File: config.mk
export PLATFORM = sky130hd
export DESIGN_NAME = riscv_uart_tx
export DESIGN_NICKNAME = d
export VERILOG_FILES = /design/src/rtl/riscv_uart_tx.sv
export SDC_FILE = /design/constraint.sdc
export NUM_CORES = 1
export LEC_CHECK = 0
export ABC_AREA = 1
export CAP_MARGIN = 20
export CORE_MARGIN = 8
export CORE_UTILIZATION = 59
export CTS_BUF_LIST = sky130_fd_sc_hd__clkbuf_2
export DETAILED_ROUTE_END_ITERATION = 8
export MAX_ROUTING_LAYER = met4
export PLACE_DENSITY = 0.81
export SYNTH_ARGS = -nofsm -noshare
export SYNTH_HDL_FRONTEND = slang
export SYNTH_SLANG_ARGS = --single-unit
File: constraint.sdc
create_clock -name i_riscv_clk -period 2.1 [get_ports i_riscv_clk]
set_input_delay 0.42 -clock i_riscv_clk [delete_from_list [all_inputs] [get_ports i_riscv_clk]]
set_output_delay 0.42 -clock i_riscv_clk [all_outputs]
set_load 0.005 [all_outputs]
File: src/rtl/riscv_uart_tx.sv
// Memory-mapped 8N1 UART transmitter with a one-byte holding register in front of the shifter.
// Define RISCV_UART_TX_PARITY_EN to insert an even-parity bit between the data bits and the stop bit.
module riscv_uart_tx #(
    parameter int CLKS_PER_BIT = 434,
    parameter int CNT_W        = $clog2(CLKS_PER_BIT)
) (
    input  logic       i_riscv_clk,
    input  logic       i_riscv_rst,
    input  logic       i_riscv_uart_tx_wren,
    input  logic [7:0] i_riscv_uart_tx_wdata,
    output logic       o_riscv_uart_tx_busy,
    output logic       o_riscv_uart_tx_serial,
    output logic       o_riscv_uart_tx_done
);

    localparam logic [CNT_W-1:0] CNT_MAX = CNT_W'(CLKS_PER_BIT - 1);

    typedef enum logic [2:0] {
        IDLE,
        START,
        DATA,
`ifdef RISCV_UART_TX_PARITY_EN
        PARITY,
`endif
        STOP
    } state_t;

    state_t           state_q, state_d;
    logic [CNT_W-1:0] cnt_q, cnt_d;
    logic [2:0]       bit_q, bit_d;
    logic [7:0]       shift_q, shift_d;
    logic [7:0]       hold_q, hold_d;
    logic             busy_q, busy_d;
    logic             serial_q, serial_d;
    logic             done_q, done_d;
    logic             cnt_term;

    assign cnt_term = (cnt_q == CNT_MAX);

    // Write handshake: wren is a one-cycle store strobe with no back-pressure. It is
    // accepted only when the registered busy is low; otherwise it is silently dropped.
    always_comb begin
        state_d  = state_q;
        cnt_d    = cnt_q;
        bit_d    = bit_q;
        shift_d  = shift_q;
        hold_d   = hold_q;
        busy_d   = busy_q;
        done_d   = 1'b0;
        serial_d = 1'b1;

        if (i_riscv_uart_tx_wren && !busy_q) begin
            hold_d = i_riscv_uart_tx_wdata;
            busy_d = 1'b1;
        end

        case (state_q)
            IDLE: begin
                if (busy_q) begin
                    shift_d = hold_q;
                    busy_d  = 1'b0;
                    cnt_d   = '0;
                    bit_d   = '0;
                    state_d = START;
                end
            end
            START: begin
                if (cnt_term) begin
                    cnt_d   = '0;
                    bit_d   = '0;
                    state_d = DATA;
                end else begin
                    cnt_d = cnt_q + 1'b1;
                end
            end
            DATA: begin
                if (cnt_term) begin
                    cnt_d = '0;
                    if (bit_q == 3'd7) begin
`ifdef RISCV_UART_TX_PARITY_EN
                        state_d = PARITY;
`else
                        state_d = STOP;
`endif
                    end else begin
                        bit_d = bit_q + 3'd1;
                    end
                end else begin
                    cnt_d = cnt_q + 1'b1;
                end
            end
`ifdef RISCV_UART_TX_PARITY_EN
            PARITY: begin
                if (cnt_term) begin
                    cnt_d   = '0;
                    state_d = STOP;
                end else begin
                    cnt_d = cnt_q + 1'b1;
                end
            end
`endif
            STOP: begin
                if (cnt_term) begin
                    done_d = 1'b1;
                    cnt_d  = '0;
                    // A queued byte starts immediately so back-to-back frames have no idle gap.
                    if (busy_q) begin
                        shift_d = hold_q;
                        busy_d  = 1'b0;
                        bit_d   = '0;
                        state_d = START;
                    end else begin
                        state_d = IDLE;
                    end
                end else begin
                    cnt_d = cnt_q + 1'b1;
                end
            end
            default: state_d = IDLE;
        endcase

        // The line is registered, so it is derived from the state being entered.
        case (state_d)
            START:   serial_d = 1'b0;
            DATA:    serial_d = shift_d[bit_d];
`ifdef RISCV_UART_TX_PARITY_EN
            PARITY:  serial_d = ^shift_d;
`endif
            default: serial_d = 1'b1;
        endcase
    end

    always_ff @(posedge i_riscv_clk) begin
        if (i_riscv_rst) begin
            state_q  <= IDLE;
            cnt_q    <= '0;
            bit_q    <= '0;
            shift_q  <= '0;
            hold_q   <= '0;
            busy_q   <= 1'b0;
            serial_q <= 1'b1;
            done_q   <= 1'b0;
        end else begin
            state_q  <= state_d;
            cnt_q    <= cnt_d;
            bit_q    <= bit_d;
            shift_q  <= shift_d;
            hold_q   <= hold_d;
            busy_q   <= busy_d;
            serial_q <= serial_d;
            done_q   <= done_d;
        end
    end

    assign o_riscv_uart_tx_busy   = busy_q;
    assign o_riscv_uart_tx_serial = serial_q;
    assign o_riscv_uart_tx_done   = done_q;

endmodule
==> impl_metrics.yaml <==
global_routing:
  antenna_found_initial: 0
  grt_start_max_net_pins: 14
  grt_pass1_vias: 1510
  grt-ovfl-total: 0
  grt_pass1_wl_um: 6640
  grt_util_all_layers_pct: 16.8
detailed_routing:
  drc_errors: 0
  postRouteAntennaNets: 0
  dr.pass1.iters: 4
  drtIter0Drc: 167
  vias_per_cell: 5.24
  drt-total-wl_um: 3680
  vias: 1608
  wl_per_cell_um: 12.0
min_path:
  hold_start: "cnt_q[0]"
  worst_hold_path_type: "flip-flop to flip-flop"
timing:
  post-route-min-period_ns: 1.85
  fmax_mhz: 540
  setup_tns_ns: 0
  rsz0062_at_grt: "no"
  setup_violations: 0
  finClkSkew_ns: 0.0116
  hold_viol_final: 0
  finalCritPeriodShare_pct: 88.2
  slew_violations: 0
yosys:
  yosysTopAreaCell: "dfxtp_1"
  syn_inst: 256
  yosys-top-cells-area: "dfxtp_1 39%, nand2_1 14%, nand3_1 7.5%"
  ys_async_sr_fraction_pct: 0
  syn_nets: 270
  synth_cell_types: 27
  avgSynthCellArea_sq_um: 6.74
  yosysMostFrequentCell: "nand2_1"
  synth.top_cell.area_share_pct: 39.4
  seq_area_frac_synth_pct: 39.4
  ys_warn_count: 0
  synth_common_cells: "66 x nand2_1, 34 x dfxtp_1, 33 x inv_1, 28 x nor2_1, 26 x nand3_1"
  synth_edf_count: 0
  syn_area_sq_um: 1730
  synthFlopType: "dfxtp_1"
  synth_seq_cells: 34
finish:
  drive_above_1_share_pct: 11.2
  multi_input_area_sq_um: 893
  nets: 289
  fillCellCount: 239
  antenna_cells: 0
  ff_latch_area_sq_um: 683
  instances_no_fill: 307
  syn_to_final_growth_pct: 13.3
floorplan:
  fp-row-count: 19
  dieArea_sq_um: 4910
  die_x_um: 70.1
  dieHeight_um: 70.1
  ios: 14
  start_util_pct: 62.6
  core-area_sq_um: 2760
pwr:
  peakVddDrop_uv: 588
  p_leak_nw: 0.806
  power.density_nw_per_um2: 563
placed_design:
  dp_hpwl_um: 2770
  placed_cells: 299
  portBuffers: 13
  gp_congestion: 0.863
cts:
  cts_max_path_buffers: 2
  cts_resized: 0
  clk_latency_ns: 0.38
  cts_buffers: 5
  root_buffer: "clkbuf_2"
  clk_pin_slew_ns: 0.17
  cts_sinks: 34
  cts_tree: "done"
  htree_levels: 2
  cts_hold_buf: 0
  cts_setup_buffers: 0
worst_setup_path:
  required_ns: 2.40
  crit_path_end_kind: "flip-flop"
  cp.arrival_ns: 2.15
  path_max_fanout: 5
  regToRegStartpoint: "cnt_q[1]"
  startpoint: "cnt_q[1]"
  worst-setup-path-type: "flip-flop to flip-flop"
  worstSetupStartpointType: "flip-flop"
run:
  cap_violations: 0
run_status:
  status: "complete, no violations"
[per-stage QoR]
stage | instance area, sq um | hold slack, ns | setup slack [ns] | power (mW) | utilization, %
2_1_floorplan | 1730 | 0.430 | 0.400 | 0.768 | -
3_3_place_gp | 1900 | 0.445 | 0.224 | 0.812 | 68.9
6_report | 1960 | 0.477 | 0.247 | 1.10 | 70.9
5_1_grt | 1960 | 0.510 | 0.0254 | 1.16 | 70.9
4_1_cts | 1940 | 0.481 | 0.152 | 1.11 | 70.4
3_5_place_dp | 1900 | 0.460 | 0.167 | 0.815 | 68.9
[state kept, by name, indices dropped and copies added, names as in the netlist]
signal	flops
cnt_q	9
hold_q	8
o_riscv_uart_tx_done	1
o_riscv_uart_tx_serial	1
o_riscv_uart_tx_busy	1
state_q	3
bit_q	3
shift_q	8
[logic make-up (layout without fill, tap and decap cells)]
logic type | Yosys count | in the layout | share of synthesized area (%)
other | 1 | 1 | 0.217
AOI/OAI and AO/OA | 41 | 41 | 13.8
buffers and inverters | 42 | 62 | 9.56
xor gates and xnor gates | 2 | 2 | 1.01
DFF | 34 | 34 | 39.4
adders and majority gates | 3 | 3 | 2.17
and+or+nand+nor | 133 | 133 | 33.8
[cells in the final DEF (no fill, tap or decap), drive strengths merged, types with 2 or more instances in the layout]
master         Yosys  routed
nand2             70      70
nor3               2       2
o21ai             18      18
nor2              30      30
nand3b             2       2
buf                1       4
a21oi             20      20
inv               36      36
clkbuf             4       5
nand3             28      28
dfxtp             34      34
clkinv             1       3
a221oi             2       2
xor2               2       2
ha                 3       3
clkdlybuf4s50      0      13
[worst max-delay path: stages (launching register included)]
cell	delay [ns]
dfxtp_1	0.38
inv_1	0.07
ha_1	0.16
nand2_1	0.06
nor2_1	0.15
nand2_2	0.13
nand2_1	0.10
nand2_1	0.05
nand2_1	0.06
nand3_1	0.06
a21oi_1	0.27
inv_1	0.07
nand3_1	0.07
nand3_1	0.06
nand2_1	0.06
inv_1	0.04
[layout make-up]
cell class | count | area share, %
Inverter | 37 | 7.10
Tap cell | 31 | 1.98
Multi-Input combinational cell | 180 | 45.7
Sequential cell | 34 | 34.9
Timing Repair Buffer | 17 | 8.19
Clock inverter | 3 | 0.832
Clock buffer | 5 | 1.28
[power by group]
part	total [mW]	internal (mW)	switching, mW
combinational	0.122	0.0514	0.0706
clock	0.297	0.0758	0.222
sequential	0.681	0.667	0.0133
total	1.10	0.795	0.305
[per-layer routing]
metal  up-vias  wire (um)  GRT usage [%]
met5         -          0              -
li1        848          -              -
met3         8        203           5.23
met1       706       1780           19.8
met2        46       1610           25.7
met4         0         86           7.59
[worst paths after layout]
kind / slack [ns] / depth (start not counted) / end
setup / recovery: 0.25 / 15 / o_riscv_uart_tx_serial
hold / removal: 0.48 / 1 / cnt_q[0]
setup reg to reg: 0.25 / 15 / o_riscv_uart_tx_serial
hold reg to reg: 0.48 / 1 / cnt_q[0]
Note: power is estimated with default switching activity, not from simulation.
